<file path="src/rtl/pattern_stream_gen_pkg.sv">
// Shared definitions for the pattern stream generator: state encoding, default widths, default pattern.
package pattern_stream_gen_pkg;

  localparam int unsigned PAT_W_DEF = 4;
  localparam int unsigned CNT_W_DEF = 8;
  localparam int unsigned GAP_W_DEF = 4;

  localparam logic [PAT_W_DEF-1:0] DEF_PATTERN = 4'b1101;

  // One-hot, matching the detector state style
  typedef enum logic [3:0] {
    ST_IDLE  = 4'b0001,
    ST_SHIFT = 4'b0010,
    ST_GAP   = 4'b0100,
    ST_DONE  = 4'b1000
  } state_t;

endpackage

</file>
<file path="src/rtl/pattern_stream_gen_if.sv">
// Control/stream bundle between a job requester/sink (master) and the generator (slave).
interface pattern_stream_gen_if
  import pattern_stream_gen_pkg::*;
#(
  parameter int unsigned PAT_W = PAT_W_DEF,
  parameter int unsigned CNT_W = CNT_W_DEF,
  parameter int unsigned GAP_W = GAP_W_DEF
) ();

  logic             start;
  logic [PAT_W-1:0] pattern;
  logic [CNT_W-1:0] repeat_n;
  logic [GAP_W-1:0] gap_len;
  logic             ready;
  logic             dout;
  logic             valid;
  logic             busy;
  logic             done;
  logic [CNT_W-1:0] sent_cnt;

  modport master (
    output start, pattern, repeat_n, gap_len, ready,
    input  dout, valid, busy, done, sent_cnt
  );

  modport slave (
    input  start, pattern, repeat_n, gap_len, ready,
    output dout, valid, busy, done, sent_cnt
  );

endinterface

</file>
<file path="src/rtl/pattern_stream_gen_shift_reg.sv">
// Pattern holder: loads on request and rotates left on each transferred bit, so after
// PAT_W rotations it is back at the original pattern for the next repetition.
module pattern_stream_gen_shift_reg
  import pattern_stream_gen_pkg::*;
#(
  parameter int unsigned PAT_W = PAT_W_DEF
) (
  input  logic             clk,
  input  logic             rst,
  input  logic             i_load,
  input  logic [PAT_W-1:0] i_data,
  input  logic             i_rot,
  output logic             o_msb,
  output logic             o_next_msb
);

  logic [PAT_W-1:0] r_q;

  always_ff @(posedge clk or negedge rst) begin
    if (!rst) begin
      r_q <= '0;
    end else if (i_load) begin
      r_q <= i_data;
    end else if (i_rot) begin
      r_q <= {r_q[PAT_W-2:0], r_q[PAT_W-1]};
    end
  end

  assign o_msb      = r_q[PAT_W-1];
  assign o_next_msb = r_q[PAT_W-2];

endmodule

</file>
<file path="src/rtl/pattern_stream_gen.sv">
// Serial pattern transmitter: sends a captured pattern MSB-first repeat_n times with
// gap_len idle cycles between repetitions, under valid/ready flow control.
module pattern_stream_gen
  import pattern_stream_gen_pkg::*;
#(
  parameter int unsigned PAT_W = PAT_W_DEF,
  parameter int unsigned CNT_W = CNT_W_DEF,
  parameter int unsigned GAP_W = GAP_W_DEF
) (
  input  logic                 clk,
  input  logic                 rst,
  pattern_stream_gen_if.slave  bus
);

  localparam int unsigned IDX_W = (PAT_W > 1) ? $clog2(PAT_W) : 1;
  localparam logic [IDX_W-1:0] IDX_MAX = IDX_W'(PAT_W - 1);

  state_t           r_state;
  logic             r_dout;
  logic             r_valid;
  logic             r_busy;
  logic             r_done;
  logic [CNT_W-1:0] r_sent;
  logic [CNT_W-1:0] r_rep;
  logic [GAP_W-1:0] r_gap_len;
  logic [GAP_W-1:0] r_gap;
  logic [IDX_W-1:0] r_idx;

  logic             w_accept;
  logic             w_load;
  logic             w_xfer;
  logic             w_msb;
  logic             w_next_msb;
  logic [CNT_W-1:0] w_sent_inc;

  assign w_accept   = (r_state == ST_IDLE) && bus.start;
  assign w_load     = w_accept && (bus.repeat_n != '0);
  assign w_xfer     = (r_state == ST_SHIFT) && bus.ready;
  assign w_sent_inc = r_sent + CNT_W'(1);

  pattern_stream_gen_shift_reg #(.PAT_W(PAT_W)) u_shift (
    .clk        (clk),
    .rst        (rst),
    .i_load     (w_load),
    .i_data     (bus.pattern),
    .i_rot      (w_xfer),
    .o_msb      (w_msb),
    .o_next_msb (w_next_msb)
  );

  always_ff @(posedge clk or negedge rst) begin
    if (!rst) begin
      r_state   <= ST_IDLE;
      r_dout    <= 1'b0;
      r_valid   <= 1'b0;
      r_busy    <= 1'b0;
      r_done    <= 1'b0;
      r_sent    <= '0;
      r_rep     <= '0;
      r_gap_len <= '0;
      r_gap     <= '0;
      r_idx     <= '0;
    end else begin
      r_done <= 1'b0;
      case (r_state)
        ST_IDLE: begin
          if (w_accept) begin
            r_rep     <= bus.repeat_n;
            r_gap_len <= bus.gap_len;
            r_sent    <= '0;
            r_idx     <= IDX_MAX;
            if (bus.repeat_n == '0) begin
              r_state <= ST_DONE;
              r_done  <= 1'b1;
            end else begin
              r_state <= ST_SHIFT;
              r_busy  <= 1'b1;
              r_valid <= 1'b1;
              r_dout  <= bus.pattern[PAT_W-1];
            end
          end
        end
        ST_SHIFT: begin
          // Without ready everything holds, so no bit is dropped or repeated
          if (bus.ready) begin
            if (r_idx == '0) begin
              r_sent <= w_sent_inc;
              if (w_sent_inc == r_rep) begin
                r_state <= ST_DONE;
                r_done  <= 1'b1;
                r_busy  <= 1'b0;
                r_valid <= 1'b0;
                r_dout  <= 1'b0;
              end else if (r_gap_len == '0) begin
                r_idx  <= IDX_MAX;
                r_dout <= w_next_msb;
              end else begin
                r_state <= ST_GAP;
                r_gap   <= r_gap_len - GAP_W'(1);
                r_valid <= 1'b0;
                r_dout  <= 1'b0;
              end
            end else begin
              r_idx  <= r_idx - IDX_W'(1);
              r_dout <= w_next_msb;
            end
          end
        end
        ST_GAP: begin
          if (r_gap == '0) begin
            r_state <= ST_SHIFT;
            r_idx   <= IDX_MAX;
            r_valid <= 1'b1;
            r_dout  <= w_msb;
          end else begin
            r_gap <= r_gap - GAP_W'(1);
          end
        end
        ST_DONE: begin
          r_state <= ST_IDLE;
        end
        default: begin
          r_state <= ST_IDLE;
          r_busy  <= 1'b0;
          r_valid <= 1'b0;
          r_dout  <= 1'b0;
        end
      endcase
    end
  end

  assign bus.dout     = r_dout;
  assign bus.valid    = r_valid;
  assign bus.busy     = r_busy;
  assign bus.done     = r_done;
  assign bus.sent_cnt = r_sent;

endmodule

</file>
<file path="src/flat_wrapper.sv">
// flat-port wrapper written by rule: the top's interface ports become plain ports
module pattern_stream_gen_flat import pattern_stream_gen_pkg::*;
#(
  parameter int unsigned PAT_W = PAT_W_DEF,
  parameter int unsigned CNT_W = CNT_W_DEF,
  parameter int unsigned GAP_W = GAP_W_DEF
)
  (clk, rst, bus_start, bus_pattern, bus_repeat_n, bus_gap_len, bus_ready, bus_dout, bus_valid, bus_busy, bus_done, bus_sent_cnt);
  pattern_stream_gen_if #(.PAT_W(PAT_W), .CNT_W(CNT_W), .GAP_W(GAP_W)) bus_i ();
  input  logic clk;
  input  logic rst;
  input wire logic [$bits(bus_i.start)-1:0] bus_start;
  input wire logic [$bits(bus_i.pattern)-1:0] bus_pattern;
  input wire logic [$bits(bus_i.repeat_n)-1:0] bus_repeat_n;
  input wire logic [$bits(bus_i.gap_len)-1:0] bus_gap_len;
  input wire logic [$bits(bus_i.ready)-1:0] bus_ready;
  output wire logic [$bits(bus_i.dout)-1:0] bus_dout;
  output wire logic [$bits(bus_i.valid)-1:0] bus_valid;
  output wire logic [$bits(bus_i.busy)-1:0] bus_busy;
  output wire logic [$bits(bus_i.done)-1:0] bus_done;
  output wire logic [$bits(bus_i.sent_cnt)-1:0] bus_sent_cnt;
  assign bus_i.start = bus_start;
  assign bus_i.pattern = bus_pattern;
  assign bus_i.repeat_n = bus_repeat_n;
  assign bus_i.gap_len = bus_gap_len;
  assign bus_i.ready = bus_ready;
  assign bus_dout = bus_i.dout;
  assign bus_valid = bus_i.valid;
  assign bus_busy = bus_i.busy;
  assign bus_done = bus_i.done;
  assign bus_sent_cnt = bus_i.sent_cnt;
  pattern_stream_gen #(.PAT_W(PAT_W), .CNT_W(CNT_W), .GAP_W(GAP_W)) u_core (.clk(clk), .rst(rst), .bus(bus_i));
endmodule
</file>
<file path="config.mk">
export PLATFORM = sky130hd
export DESIGN_NAME = pattern_stream_gen_flat
export DESIGN_NICKNAME = d
export VERILOG_FILES = /design/src/rtl/pattern_stream_gen_pkg.sv /design/src/rtl/pattern_stream_gen_if.sv /design/src/rtl/pattern_stream_gen_shift_reg.sv /design/src/rtl/pattern_stream_gen.sv /design/src/flat_wrapper.sv
export SDC_FILE = /design/constraint.sdc
export NUM_CORES = 1
export LEC_CHECK = 0
export CAP_MARGIN = 40
export CELL_PAD_IN_SITES_DETAIL_PLACEMENT = 1
export CELL_PAD_IN_SITES_GLOBAL_PLACEMENT = 1
export CORE_MARGIN = 5
export CORE_UTILIZATION = 30
export CTS_CLUSTER_SIZE = 16
export DETAILED_ROUTE_END_ITERATION = 10
export GPL_ROUTABILITY_DRIVEN = 0
export PLACE_DENSITY_LB_ADDON = 0.1
export SETUP_SLACK_MARGIN = 0.4
export SLEW_MARGIN = 20
export SYNTH_ARGS = -nofsm -noshare
export SYNTH_HDL_FRONTEND = slang
export SYNTH_SLANG_ARGS = --single-unit
</file>
<file path="constraint.sdc">
create_clock -name clk -period 2.6 [get_ports clk]
set_input_delay 0.26 -clock clk [delete_from_list [all_inputs] [get_ports clk]]
set_output_delay 0.26 -clock clk [all_outputs]
set_load 0.1 [all_outputs]
</file>
== After elaboration in Yosys (flattened, before gate mapping) ==
Cells that the tools add are included.
Word-level totals
  input bits: 20
  register bits: 38
  output and inout bits: 12
Cells by class
  reduce and logical (&&, ||, !) cells: 21
  bitwise logic cells: 2
  muxes and demuxes: 53
  equality and inequality tests: 17
  add/subtract/negate cells: 4
Operators by type and width (count)
  $mux 4: 14
  $mux 8: 3
  $mux 1: 22
  $reduce_and 6->1: 3
  $pmux 8 s2: 1
  $ne 2x2->1 const B: 7
  $mux 2: 6
  $pmux 4 s3: 1
  $reduce_and 5->1: 2
  $ne 3x3->1 const B: 3
  $add 8x1->8 const B: 1
  $eq 8x8->1: 1
  $logic_not 4->1: 2
  $logic_not 8->1: 1
  $pmux 1 s4: 2
  $pmux 4 s2: 1
  $reduce_bool 8->1: 1
  $sub 4x1->4 const B: 2
  $reduce_and 7->1: 1
  $pmux 2 s3: 1
  $reduce_bool 2->1: 3
  $eq 4x1->1 const B: 1
  $eq 4x2->1 const B: 1
  $eq 4x3->1 const B: 1
  other kinds (12): 16

== Logic depth before layout (Yosys ltp) ==
Gate-level depths: netlist of run 1.
  word-level depth: 6
  depth in mapped cells: 9

== Cells and area by module ==
A second synthesis of run 1 with hierarchy kept.
Second synthesis, totals
  cell total of the unflattened synthesis: 233
  area, all modules: 2257.2 µm²
Modules (own cells, without submodules)
  pattern_stream_gen: area an instance 2070.7 µm², seq. area each 852.1 µm², times used 1, cells an instance 216
  pattern_stream_gen_shift_reg: area an instance 186.4 µm², seq. area each 100.1 µm², times used 1, cells an instance 17

== Worst setup path before layout of run 1 ==
No wires, ideal clock.
  path kind: register -> register
  start point: register u_core.r_sent[0] (netlist: u_core.bus.sent_cnt[0])
  end point: register u_core.r_idx[0]
  arrival time: 2.805 ns
  stages on the path, launching flop included: 10
  slack: -0.335 ns
  data required time: 2.470 ns
  path through: dfrtp_1 -> ha_1 -> buf_4 -> xnor2_1 -> o22ai_1 -> a211o_1 -> or4_4 -> buf_6 -> o211ai_1 -> a21oi_1
Between the ends
  cells in the longest elaborated chain, start to end: 4
RTL lines
  start: declaration: line pattern_stream_gen.sv:23  | logic [CNT_W-1:0] r_sent;
  start signal: assignment: line pattern_stream_gen.sv:87  | r_sent <= w_sent_inc;
  $add 8x1->8: line pattern_stream_gen.sv:39  | assign w_sent_inc = r_sent + CNT_W'(1);
  $eq 8x8->1: line pattern_stream_gen.sv:88  | if (w_sent_inc == r_rep) begin
  $ne 3x3->1 (no source line)
  $reduce_and 6->1 (no source line)
  end signal: assignment: line pattern_stream_gen.sv:104  | r_idx <= r_idx - IDX_W'(1);
  end: declaration: line pattern_stream_gen.sv:27  | logic [IDX_W-1:0] r_idx;
Every way passes these cells.
A chain may end at the register's enable or synchronous reset.

== Worst setup path after layout of run 1 ==
Ends and elaborated chain as after synthesis.

==> flow_summary.ini, run 1 <==
[timing]
slew_violations = 0
hold_slack_ns = 0.4555
worst_pin_slew_ns = 0.5807
fin_crit_ns = 2.301
hold_viol = 0
fin_tns_setup_ns = 0
finClkSkew_ns = 0.005153
finalCritPeriodShare_pct = 88.49
setup_viol = 0
relSlewSlack_pct = 60.87
rsz0062_at_grt = true
fmax_ghz = 0.4347

[clock_network]
clkLatencyLatePin_ns = 0.30
clk_pin_slew_worst_paths_ns = 0.08
htree_levels = 2
cts_root_buf = clkbuf_8
cts.sinks = 38
cts_tree = yes
cts-buffers-inserted = 5
ctsLongestPathBuffers = 2

[logic_synthesis]
synth.distinct_cells = 60
synth_area_per_cell_um2 = 9.726
synth_area_leaders = dfrtp_1 40%, mux2_2 6.8%, o21ai_0 3.7%
netlist_area_um2 = 2315
async_reset_ff_share_pct = 100.0
synth_warnings = 0
synth-edff-count = 0
dominantRegCellSynth = dfrtp_1
synthesis.nets = 261
synth.top_cell.area_share_pct = 40.00
ys_seq_area_share_pct = 41.14
synth-seq-cells = 38
synth_top_area_cell = dfrtp_1
syn_inst = 238

[power]
powerDensity_nw_per_um2 = 944.3
peakVddDrop_mv = 0.7124
p_leak_nw = 1.273

[drt]
ant_nets = 0
vias_per_cell = 5.208
drcViolationCount = 0
drt_iter0_drc = 67
drtPass1Iterations = 4
wl_per_cell_um = 17.27
drt-total-wl_um = 6719
num_vias = 2026

[critical_path]
r2r_cells = 7
crit_end = u_core.r_idx[0]
crit_path_top_delay_cell = or4_4
crit_family = compound AO/OA/AOI/OAI gates
worstPathArrival_ns = 2.47
path_depth = 7
regToRegEndpoint = u_core.r_idx[0]
end_kind = flip-flop
slowest_delay_ns = 0.60
startpoint = u_core.bus.sent_cnt[0]
critPathBufInv = 0
r2r_slack_ns = 0.30
critPathKind = flip-flop to flip-flop
crit_fanout = 8
worstSetupStartpointType = flip-flop
cp_cell_sequence = ha_4 > nand3_4 > mux2i_1 > a211o_1 > or4_4 > o211ai_1 > a21oi_1
crit_required_ns = 2.77
reg2reg_from = u_core.bus.sent_cnt[0]

[worst_hold_path]
hp-class = primary input to asynchronous set/reset pin

[global_route]
grt_max_degree = 22
antenna_found_initial = 0
grt_pass1_wl_um = 11100
first_global_vias = 2129
grt_usage_pct = 14.25
grt.overflow.total = 0

[floorplanning]
dieWidth_um = 97.84
ioPinCount = 32
initial_core_util_pct = 30.43
fp.dieArea_um2 = 9573
rows = 32
die_h_um = 97.84
coreArea_um2 = 7607

[layout]
postLayoutCoreUtil_pct = 40.64
final_cells = 389
stdcell_area_um2 = 3092
nets = 309
drive_gt1_share_pct = 31.71
num_antenna_cells = 0
multi_input_area_um2 = 1340
area.growth.synth_to_final_pct = 33.57
fill_cells = 885
regArea_um2 = 969.7

[job]
cap_violations = 0

[placement]
dp.cells = 366
dpl.hpwl_um = 4858
io_buffers = 31
place_area_um2 = 2758

[status]
status = completed
-- stage by stage --
| stage | setup WS, ns | power [mW] |
|---|---|---|
| 6_report | 0.2994 | 2.920 |
| 4_1_cts | 0.2576 | 2.894 |
| 3_3_place_gp | 0.2791 | 2.217 |
| 2_1_floorplan | 0.1630 | 1.869 |
| 3_5_place_dp | 0.2422 | 2.238 |
| 5_1_grt | 0.1852 | 3.129 |
-- routing by layer --
layer | global-route usage (%) | part of all wire [%] | vias to the layer above
met3 | 2.786 | 2.5 | 5
li1 | - | - | 981
met4 | 2.875 | 0.73 | 0
met1 | 19.87 | 49 | 1016
met5 | 0 | 0 | -
met2 | 23.04 | 48 | 24
-- state kept, by name, indices dropped and copies added (netlist names) --
| name | count |
|---|---|
| u_core.r_rep | 8 |
| u_core.r_idx | 2 |
| u_core.bus.valid | 1 |
| u_core.r_state | 4 |
| u_core.r_gap_len | 4 |
| u_core.r_gap | 4 |
| u_core.bus.dout | 1 |
| u_core.u_shift.r_q | 4 |
| u_core.bus.done | 1 |
| u_core.bus.busy | 1 |
| u_core.bus.sent_cnt | 8 |
-- synthesized netlist by cell type (all sizes together) (4+ instances only) --
| master | n |
|---|---|
| nor4 | 4 |
| nor2 | 14 |
| xnor2 | 7 |
| inv | 9 |
| mux2i | 4 |
| xor2 | 5 |
| dfrtp | 37 |
| a31oi | 5 |
| a21oi | 7 |
| mux2 | 14 |
| or4 | 4 |
| nand3 | 11 |
| and3 | 4 |
| o21ai | 21 |
| o22ai | 4 |
| nand2 | 21 |
| buf | 11 |
-- timing repair --
item | CTS | global route
endpoints found under the setup margin | 13 | 15
pin swaps | 8 | 11
buffers inserted | 7 | 7
endpoints found under the hold margin | 16 | 0
hold buffers | 1 | 0
gates cloned | 0 | 0
gates resized for setup | 2 | 13
-- cell families (layout without fill, tap and decap cells) --
kind of cell             Yosys count  after routing  synth area share [%]
adder cells (fa/ha/maj)            3              3                 1.622
XOR/XNOR                          12             12                 4.865
flip-flops                        38             38                 41.14
AND/OR/NAND/NOR                   78             78                 18.70
multiplexers                      18             18                 8.541
buffers and inverters             23             72                 4.919
AO/OA/AOI/OAI                     66             66                 20.22
-- report_power, final --
part / internal, mW / total [mW] / switching (mW)
logic: 0.556 / 1.27 / 0.713
registers: 0.788 / 1.01 / 0.221
clock network: 0.410 / 0.642 / 0.233
-- layout by cell type (no fill, tap or decap), types with 4 or more instances in the layout --
cell type        count
nand2_1             19
a31oi_1              4
and3_1               4
nor2_1              13
dfrtp_2              8
o21ai_0             17
clkdlybuf4s50_1     18
inv_1                9
xnor2_1              4
buf_4               34
nand3_1              9
clkbuf_8             6
mux2_2              14
a21oi_1              7
dfrtp_1             27
xor2_1               5
mux2i_1              4
-- how the worst min path moves through the flow --
stage	depth (start not counted)	endpoint	slack, ns	startpoint
after floorplan	0	u_core.bus.busy	-0.04	rst
after global placement	1	u_core.bus.sent_cnt[3]	0.46	rst
after detailed placement	1	u_core.r_rep[2]	0.26	rst
after CTS	2	u_core.r_rep[1]	0.48	rst
after global routing	2	u_core.r_rep[1]	0.50	rst
final	2	u_core.bus.sent_cnt[4]	0.46	rst
-- cell type report --
| class | instances | area share (%) |
|---|---|---|
| Inverter | 9 | 1.093 |
| Clock inverter | 2 | 1.943 |
| Sequential cell | 38 | 31.36 |
| Tap cell | 102 | 4.128 |
| Clock buffer | 6 | 2.671 |
| Multi-Input combinational cell | 177 | 43.34 |
| Timing Repair Buffer | 55 | 15.46 |
(Power assumes the default switching activity.)
==> inputs of run 2 (changes only) <==
- clock period: 2.6 -> 2.72 ns (I/O delays scaled with it)
==> run 2 against run 1 <==
Effect of this change: largest power group unchanged; critical path type unchanged; sequential cell count unchanged; first-iteration DRC count decreased by 6.0%; clock skew increased by 0.0018 ns; wire length decreased by 3.3%; largest cell class unchanged.
==> flow_summary.ini, run 2 (synthesized netlist as in run 1, its figures left out) <==
[status]
status = completed

[power]
netSwitchingFraction_pct = 41.30
p_clk_share_pct = 18.2
combPwrFrac_pct = 45.4
internal_power_mw = 1.547
p_leak_nw = 1.210
powerDensity_nw_per_um2 = 885.5
p_seq_share_pct = 36.4
p_sw_mw = 1.088
peakVddDrop_mv = 0.7201

[critical_path]
slowest_delay_ns = 0.57
crit_fanout = 8
worstPathArrival_ns = 2.43
reg2reg_from = u_core.bus.sent_cnt[1]
worstSetupStartpointType = flip-flop
startpoint = u_core.bus.sent_cnt[1]
crit_path_top_delay_cell = or4_4
end_kind = flip-flop
critPathKind = flip-flop to flip-flop
crit_required_ns = 2.89
cp_cell_sequence = ha_4 > xnor2_2 > o22ai_1 > a211o_1 > or4_4 > o211ai_1 > a2bb2oi_1

[global_route]
grt_usage_pct = 13.73
antenna_found_initial = 0
grt_max_degree = 21
grt_pass1_wl_um = 10580
first_global_vias = 2026
grt.overflow.total = 0

[clock_network]
clk_pin_slew_worst_paths_ns = 0.08
htree_levels = 2
cts.sinks = 38
cts_root_buf = clkbuf_8
ctsLongestPathBuffers = 2
cts_tree = yes
clkLatencyLatePin_ns = 0.29
cts-buffers-inserted = 5

[drt]
num_vias = 1956
drt_iter0_drc = 63
vias_per_cell = 5.134
drt-total-wl_um = 6498
ant_nets = 0
wl_per_cell_um = 17.06
drtPass1Iterations = 4
drcViolationCount = 0

[timing]
relSlewSlack_pct = 43.98
worst_pin_slew_ns = 0.8295
setup_viol = 0
finClkSkew_ns = 0.006928
fmax_ghz = 0.4435
fin_crit_ns = 2.255
slew_violations = 0
fin_tns_setup_ns = 0
rsz0062_at_grt = true
hold_viol = 0
setup_ws_ns = 0.4650
finalCritPeriodShare_pct = 82.91

[placement]
dpl.hpwl_um = 4785
io_buffers = 31
dp.cells = 366
pre_cts_ws_ns = 0.3186

[job]
cap_violations = 0

[layout]
num_antenna_cells = 0
fill_cells = 877
final_cells = 381
nets = 301
drive_gt1_share_pct = 28.32
final_common_cell = dfrtp_1
regArea_um2 = 968.4
multi_input_area_um2 = 1318
mostFrequentLayoutCells = 28 x dfrtp_1, 26 x buf_4, 20 x nand2_1
area.growth.synth_to_final_pct = 28.54

[floorplanning]
ioPinCount = 32
fp.dieArea_um2 = 9573
initial_core_util_pct = 30.43
coreArea_um2 = 7607
die_h_um = 97.84
rows = 32
dieWidth_um = 97.84

[worst_hold_path]
hp-class = primary input to asynchronous set/reset pin
[run 2: cell count changes in the layout (fill, tap and decap cells not counted), sizes merged]
cell and delta:
bufinv -1, clkinvlp +1, buf -8
[run 2: worst max-delay path: cells and delay by family (launching register included)]
kind | cells | cell delay, ns
xor+xnor | 1 | 0.13
fa+ha+maj | 1 | 0.21
compound gates | 4 | 0.71
flops | 1 | 0.51
simple gates | 1 | 0.57
[run 2: metrics by stage]
stage	utilization (%)	hold WS, ns	power (mW)	instance area (um^2)
4_1_cts	37.83	0.4920	2.622	2878
3_5_place_dp	36.25	0.2637	2.120	2758
5_1_grt	39.11	0.5345	2.838	2975
6_report	39.11	0.4780	2.635	2975
3_3_place_gp	35.89	0.4635	2.111	2730
2_1_floorplan	-	-0.02359	1.786	2351
[run 2: worst paths after layout]
| check | end | cells past startpoint | slack, ns |
|---|---|---|---|
| setup reg to reg | u_core.r_idx[1] | 7 | 0.46 |
| hold reg to reg | u_core.bus.sent_cnt[7] | 1 | 0.51 |
| setup / recovery | u_core.r_idx[1] | 7 | 0.46 |
| hold / removal | u_core.r_rep[3] | 2 | 0.48 |
| min in group clk | u_core.bus.sent_cnt[7] | 1 | 0.51 |
| max in group asynchronous | u_core.bus.sent_cnt[7] | 3 | 1.76 |
[run 2: cell type report]
type	instances	area share, %
tap	102	4.289
clock buffer	6	2.439
clock inverter	2	1.262
inverter	9	1.135
sequential	38	32.55
multi-input combinational	177	44.28
timing repair buffer	47	14.05
[run 2: per-layer routing]
layer  GRT usage (%)  wire length [um]  part of all wire [%]  vias to the layer above
met2           21.31              3078                    47                       24
met5               0                 0                     0                        -
li1                -                 -                     -                      968
met4           3.834                78                   1.2                        0
met1           19.43              3195                    49                      958
met3           2.714               145                   2.2                        6
[run 2: power by group through the flow]
stage | Sequential (mW) | Clock, mW | Combinational (mW)
6_report | 0.959 | 0.480 | 1.20
3_5_place_dp | 0.967 | 0 | 1.15
4_1_cts | 0.957 | 0.504 | 1.16
5_1_grt | 0.991 | 0.530 | 1.32
2_1_floorplan | 1.02 | 0 | 0.768
3_3_place_gp | 0.969 | 0 | 1.14
[run 2: what timing repair did]
| action | CTS | global route |
|---|---|---|
| endpoints found under the setup margin | 0 | 15 |
| hold buffers | 1 | 0 |
| setup buffers | 0 | 6 |
| endpoints found under the hold margin | 17 | 0 |
| resized for setup | 0 | 11 |
==> edit, RTL diff (settings of run 1) <==
Change the package constant `PAT_W_DEF` from 4 to 8.
--- a/src/rtl/pattern_stream_gen_pkg.sv
+++ b/src/rtl/pattern_stream_gen_pkg.sv
@@ -1,7 +1,7 @@
 // Shared definitions for the pattern stream generator: state encoding, default widths, default pattern.
 package pattern_stream_gen_pkg;
 
-  localparam int unsigned PAT_W_DEF = 4;
+  localparam int unsigned PAT_W_DEF = 8;
   localparam int unsigned CNT_W_DEF = 8;
   localparam int unsigned GAP_W_DEF = 4;
 
Interface: changed (resized bus_pattern); port bits go from 32 to 36. No check against the original RTL was run, so the function may have changed too.
==> edit against run 1 <==
  * The run now ends with hold timing left
  * Worst setup slack lost 0.0073 ns
  * Clock power shrank 2%
  * Synthesized area grew 8.6%
  * Die area grew 7.7%
  * Fmax shrank 0.32%
  * Sequential share of layout area grew 2.0 points
  * Routed wire length grew 8.5%
  * Final area grew 7.0%
  * Power shrank 0.34%
  * Clock skew grew 0.0012 ns
  * Sequential cell count grew 5
  * Critical path type unchanged
  * Largest power group unchanged
  * Highest routed layer unchanged
==> edit: results (changes against run 1) <==
stage,metric,value,unit,change
outcome,status,finished with violations,,
outcome,failing checks,hold timing,,
placement,IO Port Bufs,35,,+13%
placement,dpl hpwl,5430,um,+12%
route,DR WL/cell,17.8,um,+3.2%
route,Iter 0 DRT Violations,64,,-4.5%
worst_setup_path,CP max stage delay,0.51,ns,-0.09 ns
yosys,Post-Syn Nets,279,,+6.9%
yosys,Post-synth ARST share,100,%,unchanged
pwr,Leak,0.00133,uW,+4.5%
route,Pre-antenna DRT Iters,4,,unchanged
clock_tree,Skew-Pair Late Insertion Delay,0.31,ns,
clock_tree,"CTS clk-pin slew, worst paths",0.09,ns,
global_route,Tot GR Track Use,14.9,%,+0.60 points
finish,ant diodes,0,,unchanged
global_route,largest net degree at the start of global routing,30,,+36%
finish,nets@finish,331,,+7.1%
yosys,post-synthesis sequential area ratio,42.9,%,+1.7 points
global_route,initial antenna violation count,0,,unchanged
worst_setup_path,Worst EP arrival,2.51,ns,+0.04 ns
pwr,cell-internal power,1780,uW,+1.5%
finish,share of layout cells above drive strength 1,25.3,%,-6.4 points
clock_tree,root buffer cell,clkbuf_8,,
worst_hold_path,Min-Delay Path Class,in2async,,
pwr,maximum vdd drop,0.403,mV,-43%
sta,worst hold slack,-0.0177,ns,-0.473 ns
clock_tree,CTS H-tree depth,2,,unchanged
yosys,Ys Warns,0,,unchanged
yosys,top post-synthesis cells by count,"dfrtp_1, nand2_1, o21ai_1",,
worst_setup_path,CP max FO,6,,-2
global_route,first-pass GRT wire length,11900,um,+7.0%
worst_setup_path,R2R cell count,7,,unchanged
yosys,Synth area leaders,"dfrtp_1, nand2_1, mux2_1, o21ai_1, mux2i_1",,
yosys,Unique masters post-synth,60,,unchanged
clock_tree,clock tree buffer depth,2,,unchanged
finish,Fillers,940,,+6.2%
clock_tree,CTS Buf Count,5,,unchanged
sta,clk_skew,0.00631,ns,+0.00116 ns
route,post-DR vias/cell,5.28,,+1.4%
global_route,grt ovf,0,,unchanged
worst_setup_path,Crit-path slowest cell,dfrtp_4,,
yosys,top_reg_cell synth,dfrtp_1,,
sta,hold violation count in the final report,10,,+10
sta,Slew headroom,54.2,%,-6.7 points
worst_setup_path,family with the most delay on the worst path,compound AO/OA/AOI/OAI gates,,
edit: cell types whose count changed after synthesis, sizes merged, moves of 4 or more:
cell / change
nand2: +8
dfrtp: +5
a211oi: +4
buf: -5
inv: -5
edit: final cells by class:
type	count	area share, %
clock buffers	6	2.19
clock inverters	2	1.82
inverters	4	0.454
multi-input cells	192	43.6
flip-flops and latches	43	33.4
well taps	105	3.97
repair buffers	57	14.6
edit: logic make-up after synthesis:
logic type	after synthesis	share of synthesized area, %
DFF	43	42.9
adders and majority gates	4	1.99
AOI/OAI and AO/OA	66	18.6
xor gates and xnor gates	10	3.48
and+or+nand+nor	93	21.5
muxes	19	8.36
buffers and inverters	16	3.24
edit: worst paths after layout:
kind                                          end  slack [ns]              startpoint
min                        u_core.bus.sent_cnt[7]       -0.02                     rst
max in group asynchronous       u_core.r_state[0]        1.87                     rst
max reg2reg                       u_core.r_idx[0]        0.29  u_core.bus.sent_cnt[1]
min reg2reg                 u_core.u_shift.r_q[1]        0.48   u_core.u_shift.r_q[1]
max                               u_core.r_idx[0]        0.29  u_core.bus.sent_cnt[1]
min in group clk            u_core.u_shift.r_q[1]        0.48   u_core.u_shift.r_q[1]
edit: metal layers:
| layer | up-vias | part of all wire [%] | global-route usage (%) |
|---|---|---|---|
| met5 | - | 0 | 0 |
| met4 | 0 | 1.6 | 5.11 |
| met3 | 12 | 3.4 | 2.62 |
| met2 | 34 | 49 | 24.4 |
| met1 | 1080 | 46 | 19.6 |
| li1 | 1033 | - | - |
edit: metrics by stage:
stage / setup WS, ns / std cells / cell area [um^2] / hold WS, ns / util (%)
global route: 0.199 / 409 / 3310 / 0.0388 / 40.5
floorplan: 0.120 / 251 / 2560 / -0.0356 / -
CTS: 0.279 / 406 / 3230 / 0.0106 / 39.6
finish: 0.292 / 409 / 3310 / -0.0177 / 40.5
global placement: 0.230 / 392 / 3040 / 0.344 / 37.2
detailed placement: 0.208 / 393 / 3050 / 0.356 / 37.3
edit: power groups by stage:
stage	Clock [uW]	Sequential [uW]	Combinational, uW
global placement	0	1100	1130
finish	631	1080	1190
floorplan	0	1130	751
CTS	656	1090	1170
detailed placement	0	1100	1150
global route	683	1120	1320
edit: timing repair:
item	CTS	global route
endpoints found under the setup margin	13	18
pin swaps	5	5
resized for setup	3	10
buffers inserted	5	3
